### src/rtl/jtag_dma_bus_master_if.sv
// System-bus signal bundle between the JTAG DMA bus master and the bus fabric.
// The master modport is used by jtag_dma_bus_master; the slave modport is for the bus side.
interface jtag_dma_bus_master_if;
   logic        request;
   logic        granted;
   logic        beginTransaction_out;
   logic [31:0] address_data_out;
   logic [3:0]  byteEnables_out;
   logic [7:0]  burstSize_out;
   logic        readNotWrite_out;
   logic        dataValid_out;
   logic        endTransaction_out;
   logic        busy_in;
   logic [31:0] address_data_in;
   logic        dataValid_in;
   logic        endTransaction_in;
   logic        busError_in;

   modport master (
      output request, beginTransaction_out, address_data_out, byteEnables_out,
             burstSize_out, readNotWrite_out, dataValid_out, endTransaction_out,
      input  granted, busy_in, address_data_in, dataValid_in, endTransaction_in,
             busError_in
   );

   modport slave (
      input  request, beginTransaction_out, address_data_out, byteEnables_out,
             burstSize_out, readNotWrite_out, dataValid_out, endTransaction_out,
      output granted, busy_in, address_data_in, dataValid_in, endTransaction_in,
             busError_in
   );
endinterface

### src/rtl/jtag_dma_bus_master.sv
// System-clock-side JTAG chain-1 DMA engine: moves bursts between the ping-pong
// buffer port and the system bus, and reports when the buffer halves may be swapped.
module jtag_dma_bus_master #(
   parameter int MAX_BURST = 256
) (
   input  logic        clock,
   input  logic        reset,
   input  logic [31:0] dma_address,
   input  logic [3:0]  dma_byte_enable,
   input  logic [7:0]  dma_burst_size,
   input  logic        dma_data_ready,
   input  logic        dma_readReady,
   output logic        switch_ready,
   output logic        dma_error,
   output logic [8:0]  pp_address,
   output logic        pp_writeEnable,
   output logic [31:0] pp_dataIn,
   input  logic [31:0] pp_dataOut,
   jtag_dma_bus_master_if.master bus
);
   localparam int CW = $clog2(MAX_BURST);

   typedef enum logic [3:0] {
      IDLE, W_REQ, W_BEGIN, W_FETCH, W_DATA, W_END, R_REQ, R_BEGIN, R_DATA
   } state_t;

   state_t        state_q, state_d;
   logic [CW-1:0] cnt_q, cnt_d;
   logic          err_q, err_d;
   logic          fetched_q, fetched_d;
   logic [31:0]   addr_q, addr_d;
   logic [3:0]    be_q, be_d;
   logic [7:0]    bsize_q, bsize_d;
   logic [31:0]   wdata_q, wdata_d;
   logic          last;

   assign last         = (cnt_q == bsize_q[CW-1:0]);
   assign switch_ready = (state_q == IDLE);
   assign dma_error    = err_q;

   always_ff @(posedge clock or posedge reset) begin
      if (reset) begin
         state_q   <= IDLE;
         cnt_q     <= '0;
         err_q     <= 1'b0;
         fetched_q <= 1'b0;
      end else begin
         state_q   <= state_d;
         cnt_q     <= cnt_d;
         err_q     <= err_d;
         fetched_q <= fetched_d;
      end
   end

   always_ff @(posedge clock) begin
      addr_q  <= addr_d;
      be_q    <= be_d;
      bsize_q <= bsize_d;
      wdata_q <= wdata_d;
   end

   always_comb begin
      state_d   = state_q;
      cnt_d     = cnt_q;
      err_d     = err_q;
      addr_d    = addr_q;
      be_d      = be_q;
      bsize_d   = bsize_q;
      wdata_d   = wdata_q;
      // Buffer read data is only fresh in the first W_DATA cycle after a fetch.
      fetched_d = (state_q == W_FETCH);

      pp_address               = '0;
      pp_writeEnable           = 1'b0;
      pp_dataIn                = '0;
      bus.request              = (state_q != IDLE);
      bus.beginTransaction_out = 1'b0;
      bus.address_data_out     = '0;
      bus.byteEnables_out      = '0;
      bus.burstSize_out        = '0;
      bus.readNotWrite_out     = 1'b0;
      bus.dataValid_out        = 1'b0;
      bus.endTransaction_out   = 1'b0;

      case (state_q)
         IDLE: begin
            if (dma_data_ready || dma_readReady) begin
               addr_d  = dma_address;
               be_d    = dma_byte_enable;
               bsize_d = dma_burst_size;
               cnt_d   = '0;
               err_d   = 1'b0;
               state_d = dma_data_ready ? W_REQ : R_REQ;
            end
         end
         W_REQ: if (bus.granted) state_d = W_BEGIN;
         R_REQ: if (bus.granted) state_d = R_BEGIN;
         W_BEGIN, R_BEGIN: begin
            bus.beginTransaction_out = 1'b1;
            bus.address_data_out     = addr_q;
            bus.byteEnables_out      = be_q;
            bus.burstSize_out        = bsize_q;
            bus.readNotWrite_out     = (state_q == R_BEGIN);
            state_d                  = (state_q == R_BEGIN) ? R_DATA : W_FETCH;
         end
         W_FETCH: begin
            pp_address = {{(9-CW){1'b0}}, cnt_q};
            state_d    = W_DATA;
         end
         W_DATA: begin
            wdata_d              = fetched_q ? pp_dataOut : wdata_q;
            bus.dataValid_out    = 1'b1;
            bus.address_data_out = wdata_d;
            if (!bus.busy_in) begin
               if (last) begin
                  state_d = W_END;
               end else begin
                  cnt_d   = cnt_q + 1'b1;
                  state_d = W_FETCH;
               end
            end
         end
         W_END: begin
            bus.endTransaction_out = 1'b1;
            state_d                = IDLE;
         end
         R_DATA: begin
            if (bus.dataValid_in) begin
               pp_writeEnable = 1'b1;
               pp_address     = {{(9-CW){1'b0}}, cnt_q};
               pp_dataIn      = bus.address_data_in;
               if (last) state_d = IDLE;
               else      cnt_d   = cnt_q + 1'b1;
            end
            if (bus.endTransaction_in) state_d = IDLE;
         end
         default: state_d = IDLE;
      endcase

      // A bus error aborts any burst without an end-of-transaction cycle.
      if (state_q != IDLE && bus.busError_in) begin
         state_d = IDLE;
         err_d   = 1'b1;
      end
   end
endmodule

### src/flat_wrapper.sv
// flat-port wrapper written by rule: the top's interface ports become plain ports
module jtag_dma_bus_master_flat 
#(
   parameter int MAX_BURST = 256
)
  (clock, reset, dma_address, dma_byte_enable, dma_burst_size, dma_data_ready, dma_readReady, switch_ready, dma_error, pp_address, pp_writeEnable, pp_dataIn, pp_dataOut, bus_request, bus_beginTransaction_out, bus_address_data_out, bus_byteEnables_out, bus_burstSize_out, bus_readNotWrite_out, bus_dataValid_out, bus_endTransaction_out, bus_granted, bus_busy_in, bus_address_data_in, bus_dataValid_in, bus_endTransaction_in, bus_busError_in);
  jtag_dma_bus_master_if bus_i ();
  input  logic clock;
  input  logic reset;
  input  logic [31:0] dma_address;
  input  logic [3:0] dma_byte_enable;
  input  logic [7:0] dma_burst_size;
  input  logic dma_data_ready;
  input  logic dma_readReady;
  output logic switch_ready;
  output logic dma_error;
  output logic [8:0] pp_address;
  output logic pp_writeEnable;
  output logic [31:0] pp_dataIn;
  input  logic [31:0] pp_dataOut;
  output wire logic [$bits(bus_i.request)-1:0] bus_request;
  output wire logic [$bits(bus_i.beginTransaction_out)-1:0] bus_beginTransaction_out;
  output wire logic [$bits(bus_i.address_data_out)-1:0] bus_address_data_out;
  output wire logic [$bits(bus_i.byteEnables_out)-1:0] bus_byteEnables_out;
  output wire logic [$bits(bus_i.burstSize_out)-1:0] bus_burstSize_out;
  output wire logic [$bits(bus_i.readNotWrite_out)-1:0] bus_readNotWrite_out;
  output wire logic [$bits(bus_i.dataValid_out)-1:0] bus_dataValid_out;
  output wire logic [$bits(bus_i.endTransaction_out)-1:0] bus_endTransaction_out;
  input wire logic [$bits(bus_i.granted)-1:0] bus_granted;
  input wire logic [$bits(bus_i.busy_in)-1:0] bus_busy_in;
  input wire logic [$bits(bus_i.address_data_in)-1:0] bus_address_data_in;
  input wire logic [$bits(bus_i.dataValid_in)-1:0] bus_dataValid_in;
  input wire logic [$bits(bus_i.endTransaction_in)-1:0] bus_endTransaction_in;
  input wire logic [$bits(bus_i.busError_in)-1:0] bus_busError_in;
  assign bus_request = bus_i.request;
  assign bus_beginTransaction_out = bus_i.beginTransaction_out;
  assign bus_address_data_out = bus_i.address_data_out;
  assign bus_byteEnables_out = bus_i.byteEnables_out;
  assign bus_burstSize_out = bus_i.burstSize_out;
  assign bus_readNotWrite_out = bus_i.readNotWrite_out;
  assign bus_dataValid_out = bus_i.dataValid_out;
  assign bus_endTransaction_out = bus_i.endTransaction_out;
  assign bus_i.granted = bus_granted;
  assign bus_i.busy_in = bus_busy_in;
  assign bus_i.address_data_in = bus_address_data_in;
  assign bus_i.dataValid_in = bus_dataValid_in;
  assign bus_i.endTransaction_in = bus_endTransaction_in;
  assign bus_i.busError_in = bus_busError_in;
  jtag_dma_bus_master #(.MAX_BURST(MAX_BURST)) u_core (.clock(clock), .reset(reset), .dma_address(dma_address), .dma_byte_enable(dma_byte_enable), .dma_burst_size(dma_burst_size), .dma_data_ready(dma_data_ready), .dma_readReady(dma_readReady), .switch_ready(switch_ready), .dma_error(dma_error), .pp_address(pp_address), .pp_writeEnable(pp_writeEnable), .pp_dataIn(pp_dataIn), .pp_dataOut(pp_dataOut), .bus(bus_i));
endmodule
### config.mk
export PLATFORM = sky130hd
export DESIGN_NAME = jtag_dma_bus_master_flat
export DESIGN_NICKNAME = d
export VERILOG_FILES = /design/src/rtl/jtag_dma_bus_master_if.sv /design/src/rtl/jtag_dma_bus_master.sv /design/src/flat_wrapper.sv
export SDC_FILE = /design/constraint.sdc
export NUM_CORES = 1
export LEC_CHECK = 0
export ABC_AREA = 1
export BUFFER_PORTS_ARGS = -buffer_cell sky130_fd_sc_hd__buf_2
export CAP_MARGIN = 20
export CORE_ASPECT_RATIO = 1.5
export CORE_MARGIN = 1.5
export CORE_UTILIZATION = 35
export CTS_BUF_LIST = sky130_fd_sc_hd__clkbuf_8
export CTS_CLUSTER_DIAMETER = 100
export CTS_CLUSTER_SIZE = 10
export DETAILED_ROUTE_END_ITERATION = 8
export PLACE_DENSITY = 0.62
export SLEW_MARGIN = 20
export SYNTH_ARGS = -nofsm -noshare
export SYNTH_HDL_FRONTEND = slang
export SYNTH_SLANG_ARGS = --single-unit
### constraint.sdc
create_clock -name clock -period 7.1 [get_ports clock]
set_input_delay 0.355 -clock clock [delete_from_list [all_inputs] [get_ports clock]]
set_output_delay 0.355 -clock clock [all_outputs]
set_load 0.05 [all_outputs]
Word level (Yosys, flattened, before mapping)
Index checks and enable logic that the tools add are counted.
Word-level totals
  bits in registers: 90
  bits of input ports: 117
  word-level logic and storage cells: 73
Cells by class
  equal/unequal tests: 18
  add/sub/neg operators: 1
  muxes and demuxes: 34
  reduce and logical (&&, ||, !) cells: 12
Operator list (number)
  $mux 32: 3
  $pmux 32 s2: 1
  $mux 8: 6
  $mux 4: 10
  $pmux 4 s7: 1
  $pmux 8 s3: 1
  $pmux 9 s2: 1
  $eq 4x3->1 const B: 4
  $mux 1: 9
  $ne 3x2->1 const B: 3
  $add 8x1->8 const B: 1
  $eq 4x2->1 const B: 2
  $eq 8x8->1: 1
  $mux 3: 2
  $reduce_and 6->1: 1
  $eq 4x1->1 const B: 1
  $eq 4x4->1 const B: 1
  $logic_not 4->1: 1
  $ne 2x2->1 const B: 2
  $ne 4x2->1 const B: 1
  $ne 4x3->1 const B: 1
  $reduce_and 2->1: 2
  $reduce_and 4->1: 1
  $reduce_bool 2->1: 2
  other kinds (7): 7

Depth between registers and ports, before layout
Gate-level depths: netlist (run 1).
  depth after elaboration: 6
  gate-level depth with buffers: 11

Worst setup path after synthesis (run 1)
No wires, ideal clock.
  kind: flip-flop to flip-flop
  start point: reg u_core.state_q[3]
  end point: reg u_core.addr_q[0], enable pin
  required time: 6654 ps
  setup time: 446 ps
  setup slack: 3951 ps
  arrival time: 2703 ps
  cell stages (with the launch flop): 4
  buffers on the path: 0
  period minus slack after synthesis: 3149 ps
  cell sequence: dfrtp_1 > nor2_2 > nand2_4 > nor2_1
On the way
  longest elaborated chain between the ends: 2
Ends and longest elaborated chain
  from (decl): line jtag_dma_bus_master.sv:27  | state_t state_q, state_d;
  from (signal assigned): line jtag_dma_bus_master.sv:48  | state_q <= state_d;
  $logic_not 4->1: line jtag_dma_bus_master.sv:85  | case (state_q)
  $reduce_and 2->1 (no line)
  to (signal assigned): line jtag_dma_bus_master.sv:56  | addr_q <= addr_d;
  to (decl): line jtag_dma_bus_master.sv:31  | logic [31:0] addr_q, addr_d;
No other way between the ends.
A chain may end at the register's enable or synchronous reset.

Final worst setup path (run 1)
  start point: reg u_core.state_q[2]
  end point: out bus_address_data_out[26]
On the way
  longest elaborated chain between the ends: 3
Ends and longest elaborated chain
  $eq 4x2->1 / $eq 4x3->1 (equally long branches): line jtag_dma_bus_master.sv:85
  $reduce_or 2->1: line jtag_dma_bus_master.sv:85
  $pmux 32 s2 (*): line jtag_dma_bus_master.sv:85
  to (decl): line flat_wrapper.sv:23  | output wire logic [$bits(bus_i.address_data_out)-1:0] bus_address_data_out;
Every way passes the cells marked *; elsewhere a longest branch is shown, timed or not.

==> summary by stage, run 1 <==
Synthesis
Synthesis inferred 90 register bits. Of the post-synthesis cell area, the dominant cell type holds roughly half. In this run the cell area of the synthesized design comes to 4520 sq um. During synthesis, Yosys emitted a total of 0 warnings. A synthesized cell averages between 10 and 15 sq um. The net count after synthesis is approximately 550.

The post-synthesis sequential area ratio is between 50 and 60%. Yosys mapped the design onto 34 distinct sky130hd cell types. The synthesized instance count is about 430. The cell type contributing the most total cell area after synthesis is edfxtp_1.

After synthesis, the cell types taking the most area are edfxtp_1, mux2_2, dfrtp_1.

Global routing
The via count of the first global-routing pass is slightly below 4000. The number of antenna violations at the first check in global routing came to 2. The global router's overall resource usage is between 10% and 20%. The wire length of the first global-routing pass is roughly 18000 microns. The pin count of the biggest net entering global routing is 63.

The sum of overflow across all layers after global routing is 0.

Floorplanning
The core area is ~13000 sq um. The floorplan has 50 rows. The die covers approximately 14000 sq um.

The die outline width is approximately 96 microns. The die height is roughly 140 microns. The effective utilization at floorplan is 36.0%. 210 I/O pins were placed.

Worst setup path
Counting cells, the worst reg-to-reg path comes to 4. The worst setup path is of the register to output pin kind. The origin of the critical flop-to-flop path is u_core.state_q[3]. The kind of launch point of the worst setup path is a register. The endpoint kind of the worst setup timing path is an output pin. The critical path required time is 6740 ps. The worst-path maximum fanout is 33. The endpoint identified for the worst register-to-register timing path is u_core.addr_q[6].

Across all register-to-register paths, the minimum setup slack is ~5000 ps. The signal arrival time at the worst endpoint is roughly 2700 ps.

STA
The total negative slack for setup checks is 0 ps. For the final database, setup skew stands at ~14 ps. Derived from the worst setup path, the maximum achievable clock frequency is roughly 0.33 GHz. Setup violations remaining at the end of the flow were counted as 0. The post-layout minimum cycle time is between 3000 and 4000 ps. The final hold violation count is 0. In this run the tightest slew margin relative to its limit is between 50 and 60%. The final-report max-slew violation count is 0. The share of the cycle needed by the critical path after routing is a little over two fifths. Setup repair after global routing left no endpoint under its margin. The slew at the pin closest to its max-slew limit is 734 ps.

Flow run
Across the run, the number of max-cap violations was 0.

Drt
In the final routing, the length of wire on met1 measures 4180 microns. In this run the remaining antenna-violating nets after routing total 0. The routed design uses 6360 microns of met2 wire. The top layer used by detailed routing is met4. The average wire length per cell after detail routing is between 10 and 15 microns.

Summing over every cut layer, the via total after detailed routing is between 3000 and 4000. Summed over all layers, the routed wires come to approximately 12000 microns. The violation count after the first detailed-route iteration is 91. The via-per-instance ratio is between 4 and 5. Before antenna repair, the detailed router went through 4 iterations. The total DRC errors in the routed layout is 0.

The wire length on met3 is 769 microns.

Layout
After filler insertion, the fill cell instance count of the layout stands at between 1000 and 1500. The library cells used most frequently in the layout, excluding fill and tap cells, are buf_2, nand2_1, edfxtp_1. The fraction of layout cells with a size suffix above 1 is between 40% and 50%. Leaving out fill and tap cells, the most frequent cell in the layout is buf_2. The layout overhead on the synthesized area is 29.9%. The total number of nets in the final design is about 750.

The number of standard cells in the layout, taps in and fillers out is 791.

Clock tree
Once the clock tree was built, the resizer swapped 0 gates to a different size. After clock tree synthesis, the clock-pin slew on the worst setup and hold paths is ~90 ps. The number of clock buffers inserted by TritonCTS is 9. The CTS tree is yes. The clock tree root buffer cell is clkbuf_8. The post-CTS setup buffer count is 0. The later-pin clock latency in the skew report is 350 ps. The number of buffers inserted by hold repair at cts is 0. In this run the deepest clock path goes through 2 buffers. The clock sink count is 90. The total number of H-tree levels is 3.

Pwr
In this run the static leakage power is 2.76 nW. The worst supply voltage drop on vdd is roughly 0.00016 V. Power spread over the standard cell area amounts to ~380 nW/um^2.

Outcome
The run finished with clean final reports.

Placed design
The final weighted congestion in routability-driven placement is 0.925. In this run the tool buffered the top-level ports with 208 buffer cells. The cell count after placement is between 700 and 800. The wire-length estimate of the detail-placed layout is 9080 microns.

Min path
The tightest min-delay check is of the input pin to async pin type.
==> per-layer routing <==
layer / track usage, % / up-vias
met4: 9.13 / 0
met3: 3.58 / 20
met1: 16.4 / 1769
li1: - / 1858
met2: 33.2 / 172
met5: 0 / -
==> logic make-up (layout without fill, tap and decap cells) <==
group                    Yosys count  after routing  share of synthesized area [%]
AO/OA/AOI/OAI                     48             48                           8.99
XOR/XNOR                           3              3                          0.581
adder cells (fa/ha/maj)            1              1                          0.277
buffers and inverters             56            262                           5.28
flip-flops                        90             90                           58.2
multiplexers                      32             32                           7.97
other                              1              3                         0.0829
AND/OR/NAND/NOR                  196            196                           18.6
==> sequential cells by signal, indices dropped and copies added, names as in the netlist <==
| register | cells |
|---|---|
| u_core.dma_error | 1 |
| u_core.state_q | 4 |
| u_core.bsize_q | 8 |
| u_core.fetched_q | 1 |
| u_core.addr_q | 32 |
| u_core.cnt_q | 8 |
| u_core.wdata_q | 32 |
| u_core.be_q | 4 |
==> where the power goes <==
part	total, W	switching (W)	leakage [nW]	internal, W
logic	0.00109	0.000815	1.76	0.000276
clock network	0.000327	0.000167	0.102	0.000160
registers	0.000798	0.0000494	0.898	0.000748
total	0.00221	0.00103	2.76	0.00118
==> area by class of cell <==
type	instances	area (sq um)	share of cell area, %
clock inverter	7	63.8	1.09
tap	156	195	3.32
antenna	2	5.00	0.0852
sequential	90	2630	44.8
inverter	35	134	2.28
clock buffer	9	124	2.11
timing repair buffer	211	1060	18.1
multi-input combinational	281	1660	28.2
==> critical path, cell delays in order (launching register included) <==
cell,delay [ps]
dfrtp_1,400
inv_1,120
nor2_1,60
inv_2,110
nor2_2,70
a31oi_2,590
inv_2,460
a22o_1,300
buf_2,210
==> through the flow <==
step | cell area (sq um) | hold WS, ps | util, % | power (W) | worst slack [ps]
after floorplan | 4520 | 244 | - | 0.00166 | 3950
after global placement | 5680 | 451 | 45.2 | 0.00189 | 4550
after detailed placement | 5680 | 467 | 45.2 | 0.00191 | 4430
after CTS | 5870 | 73.4 | 46.7 | 0.00225 | 4030
after global routing | 5870 | 91.5 | 46.7 | 0.00234 | 3870
final | 5880 | 69.7 | 46.7 | 0.00221 | 4070
==> worst max-delay path by stage <==
stage                      start                       end  slack (ps)  cells after the start
2_1_floorplan  u_core.state_q[3]          u_core.addr_q[0]        3950                      3
3_3_place_gp   u_core.state_q[2]  bus_address_data_out[28]        4550                      8
3_5_place_dp   u_core.state_q[2]  bus_address_data_out[26]        4430                      8
4_1_cts        u_core.state_q[2]  bus_address_data_out[26]        4030                      8
5_1_grt        u_core.state_q[2]  bus_address_data_out[10]        3870                      8
6_report       u_core.state_q[2]  bus_address_data_out[26]        4070                      8
==> synthesized netlist by cell type <==
| master | n |
|---|---|
| a21oi_2 | 1 |
| a22o_1 | 32 |
| a31oi_2 | 1 |
| buf_1 | 3 |
| buf_2 | 12 |
| buf_4 | 1 |
| buf_6 | 1 |
| clkbuf_1 | 4 |
| conb_1 | 1 |
| dfrtp_1 | 14 |
| edfxtp_1 | 76 |
| ha_1 | 1 |
| inv_1 | 28 |
| inv_2 | 6 |
| inv_4 | 1 |
| mux2_2 | 32 |
| nand2_1 | 91 |
| nand2_2 | 2 |
| nand2_4 | 1 |
| nand3_1 | 13 |
| nand3_2 | 1 |
| nand3_4 | 2 |
| nand3b_1 | 1 |
| nand4_1 | 3 |
| nor2_1 | 73 |
| nor2_2 | 2 |
| nor2_4 | 3 |
| nor3_1 | 4 |
| o21ai_0 | 3 |
| o21ai_1 | 1 |
| o21ai_2 | 8 |
| o22ai_1 | 1 |
| o311ai_0 | 1 |
| xnor2_1 | 3 |
No activity file was read; power rests on OpenSTA's default activity.
==> inputs of run 2 (changes only) <==
- clock period: 7.1 -> 3.08 ns (I/O delays scaled with it)
==> summary by stage, run 2 (same netlist as run 1, synthesis figures left out) <==
Floorplanning
The die area is 13600 sq um (unchanged). The I/O pin count is 210 (unchanged). The die outline width is 95.8 microns (unchanged). The total number of placement rows is 50 (unchanged). The effective utilization at floorplan is 36.0% (unchanged). The core area is 12600 sq um (unchanged). The die height came to 142 microns (unchanged).

Global routing
The pin count of the biggest net entering global routing came to 67 (+6.3%). The via count of the first global-routing pass was 4019 (+3.8%). The global router's overall resource usage came to 18.4% (+1.1 points).

The wire length of the first global-routing pass is 18800 microns (+5.8%). The sum of overflow across all layers after global routing is 0 (unchanged). The number of antenna violations at the first check in global routing came to 0 (-2).

Worst setup path
The signal arrival time at the worst endpoint is 2410 ps (-270 ps). The startpoint identified for the worst register-to-register timing path is u_core.state_q[3]. In this run the critical register-to-register path is captured at u_core.addr_q[11]. The startpoint-to-endpoint class of the critical path is register to output pin. The endpoint kind of the worst setup timing path is an output pin. The number of buffer and inverter stages on the critical path is 4 (unchanged). The critical path required time was 2930 ps (-3810 ps). The kind of launch point of the worst setup path is a register. The most numerous cell type found on the critical path is inv_2. Traced cell by cell, the critical path runs through inv_1 > nor2_1 > inv_2 > nor2_2 > a31oi_4 > inv_2 > a22o_1 > buf_2.

The number of cells on the critical path is 8 (unchanged). The dominant delay contributor by cell family on the critical path is buffers and inverters. The number of cells on the worst reg-to-reg path is 4 (unchanged). The worst-path maximum fanout was 33 (unchanged).

For this design, the slowest cell found on the critical path is dfrtp_1. The worst reg-to-reg setup slack is 1110 ps (-3870 ps). The delay of the slowest cell on the worst path was 410 ps (-180 ps).

Min path
Counting instances, the worst hold path has a depth of 2. The worst hold path terminates at u_core.state_q[3]. The min-delay analysis places its worst path in the category input pin to register. In this run the most critical hold path is launched from bus_endTransaction_in.

Placed design
The HPWL after detailed placement was 9260 microns (+2.0%). The cell count after placement is 773 (unchanged). The minimum setup slack after placement came to 561 ps (-3860 ps). The quantity of I/O buffers inserted on ports came to 208 (unchanged). The final weighted congestion in routability-driven placement is 0.923 (-0.28%).

STA
The final hold violation count is 0 (unchanged). The final-report max-slew violation count is 0 (unchanged). The worst-case headroom to the max-slew limit is 55.9% (+5.0 points).

The upper clock frequency limit is ~0.4 GHz. The post-layout minimum cycle time is 2560 ps. The maximum clock skew at final layout is 17.4 ps (+3.11 ps).

The share of the cycle needed by the critical path after routing is between 80% and 90%. The setup-violating endpoint count in the final report came to 0 (unchanged). The final critical-path setup slack came to 520 ps (-3550 ps). The slew at the pin closest to its max-slew limit is 660 ps (-73.9 ps). Setup repair after global routing left no endpoint under its margin. The total negative slack for setup checks came to 0 ps (unchanged).

Clock tree
The post-CTS setup buffer count is 0 (unchanged). The clock tree buffer depth is 2 (unchanged). The CTS tree is yes.

The later-pin clock latency in the skew report came to 360 ps (about the same). The clock tree root buffer cell is clkbuf_8. The number of clock buffers inserted by TritonCTS is 9 (unchanged). The total number of H-tree levels is 3 (unchanged).

The clock sink count came to 90 (unchanged). The clock transition time at the flip-flop clock pins of the worst setup and hold paths came to 90 ps (about the same).

Pwr
The leakage power figure came to 2.96 nW (+7.3%). The power density over the cells came to 825 nW/um^2 (+120%). The total chip power is 0.00526 W (+140%). The worst supply voltage drop on vdd is 0.000423 V (+160%).

Drt
The number of iterations in the first detailed-routing pass is 4 (unchanged). The via-per-instance ratio is 4.78 (-1.0%). The top layer used by detailed routing is met4. The total routed wire length on the met1 layer is 4300 microns (+2.9%). The violation count after the first detailed-route iteration was 135 (+48%). The sum of met2 wire segment lengths after detailed routing came to 6800 microns (+6.9%).

The total wirelength of the detailed-routed design is 12200 microns (+4.4%). The wire length on met3 is 749 microns (-2.6%). The number of routed nets with antenna violations is 0 (unchanged). The total DRC errors in the routed layout is 0 (unchanged). The average wire length per cell after detail routing is 14.7 microns (-0.98%). The via total after detailed routing is 3985 (+4.3%).

Layout
Relative to the synthesized area, the layout overhead comes to 40.9%. The fraction of layout cells with a size suffix above 1 was 42.3% (-2.9 points). The number of standard cells in the layout, taps in and fillers out is 834 (+5.4%). The final antenna diode count is 0 (-2).

Leaving out fill and tap cells, the most frequent cells in the layout are buf_2, nand2_1, edfxtp_1. The largest registers in the layout are u_core.addr_q x32, u_core.wdata_q x32. The fraction of the core area covered by cells at the end of the flow is 50.7% (+4.0 points). Leaving out fill and tap cells, the most frequent cell in the layout is buf_2. The total number of nets in the final design is 791 (+6.0%).

Outcome
The flow ran to the end, and the final reports show no timing, DRC or antenna violations.

Flow run
The max-capacitance violation count is 0 (unchanged).
-- run 2: changes by cell type in the layout (fill, tap and decap cells not counted) --
cell / change
buf_12: +2
inv_1: -1
buf_4: -2
diode_2: -2
clkbuf_8: +2
a31oi_2: -1
dlygate4sd3_1: +45
clkinv_2: -1
a31oi_4: +1
-- run 2: power by group --
part,leakage [nW],switching (W),internal (W)
Sequential,0.898,0.000118,0.00172
Clock,0.107,0.000403,0.000417
Combinational,1.95,0.00190,0.000702
Total,2.96,0.00242,0.00284
-- run 2: how the worst max path moves through the flow --
| stage | startpoint | endpoint | slack, ps |
|---|---|---|---|
| final | u_core.state_q[2] | bus_address_data_out[3] | 520 |
| after global routing | u_core.state_q[2] | bus_address_data_out[3] | 340 |
| after CTS | u_core.state_q[2] | bus_address_data_out[12] | 160 |
| after detailed placement | u_core.state_q[2] | bus_address_data_out[12] | 560 |
| after global placement | u_core.state_q[2] | bus_address_data_out[11] | 730 |
| after floorplan | u_core.state_q[3] | u_core.addr_q[0] | 670 |
-- run 2: final cells by class --
type / instances / area (sq um)
fill: 1165 / 6200
multi-input combinational: 281 / 1670
inverter: 35 / 134
sequential: 90 / 2630
timing repair buffer: 256 / 1540
clock inverter: 5 / 55.1
tap: 156 / 195
clock buffer: 11 / 151
-- run 2: stage by stage --
stage | hold WS, ps | cell area (sq um)
3_3_place_gp | 251 | 5710
4_1_cts | 1.80 | 6350
3_5_place_dp | 251 | 5710
6_report | 79.9 | 6370
2_1_floorplan | 43.2 | 4530
5_1_grt | 72.4 | 6370
-- run 2: layer usage --
layer | up-vias | global-route usage (%)
met5 | - | 0
met1 | 1844 | 17.8
met4 | 0 | 8.59
met2 | 171 | 35.2
li1 | 1946 | -
met3 | 24 | 4.38
-- run 2: what timing repair did --
item / in CTS / in global routing
resized for setup: 0 / 1
endpoints found under the hold margin: 56 / 2
setup endpoints to repair: 0 / 1
hold buffers: 43 / 2
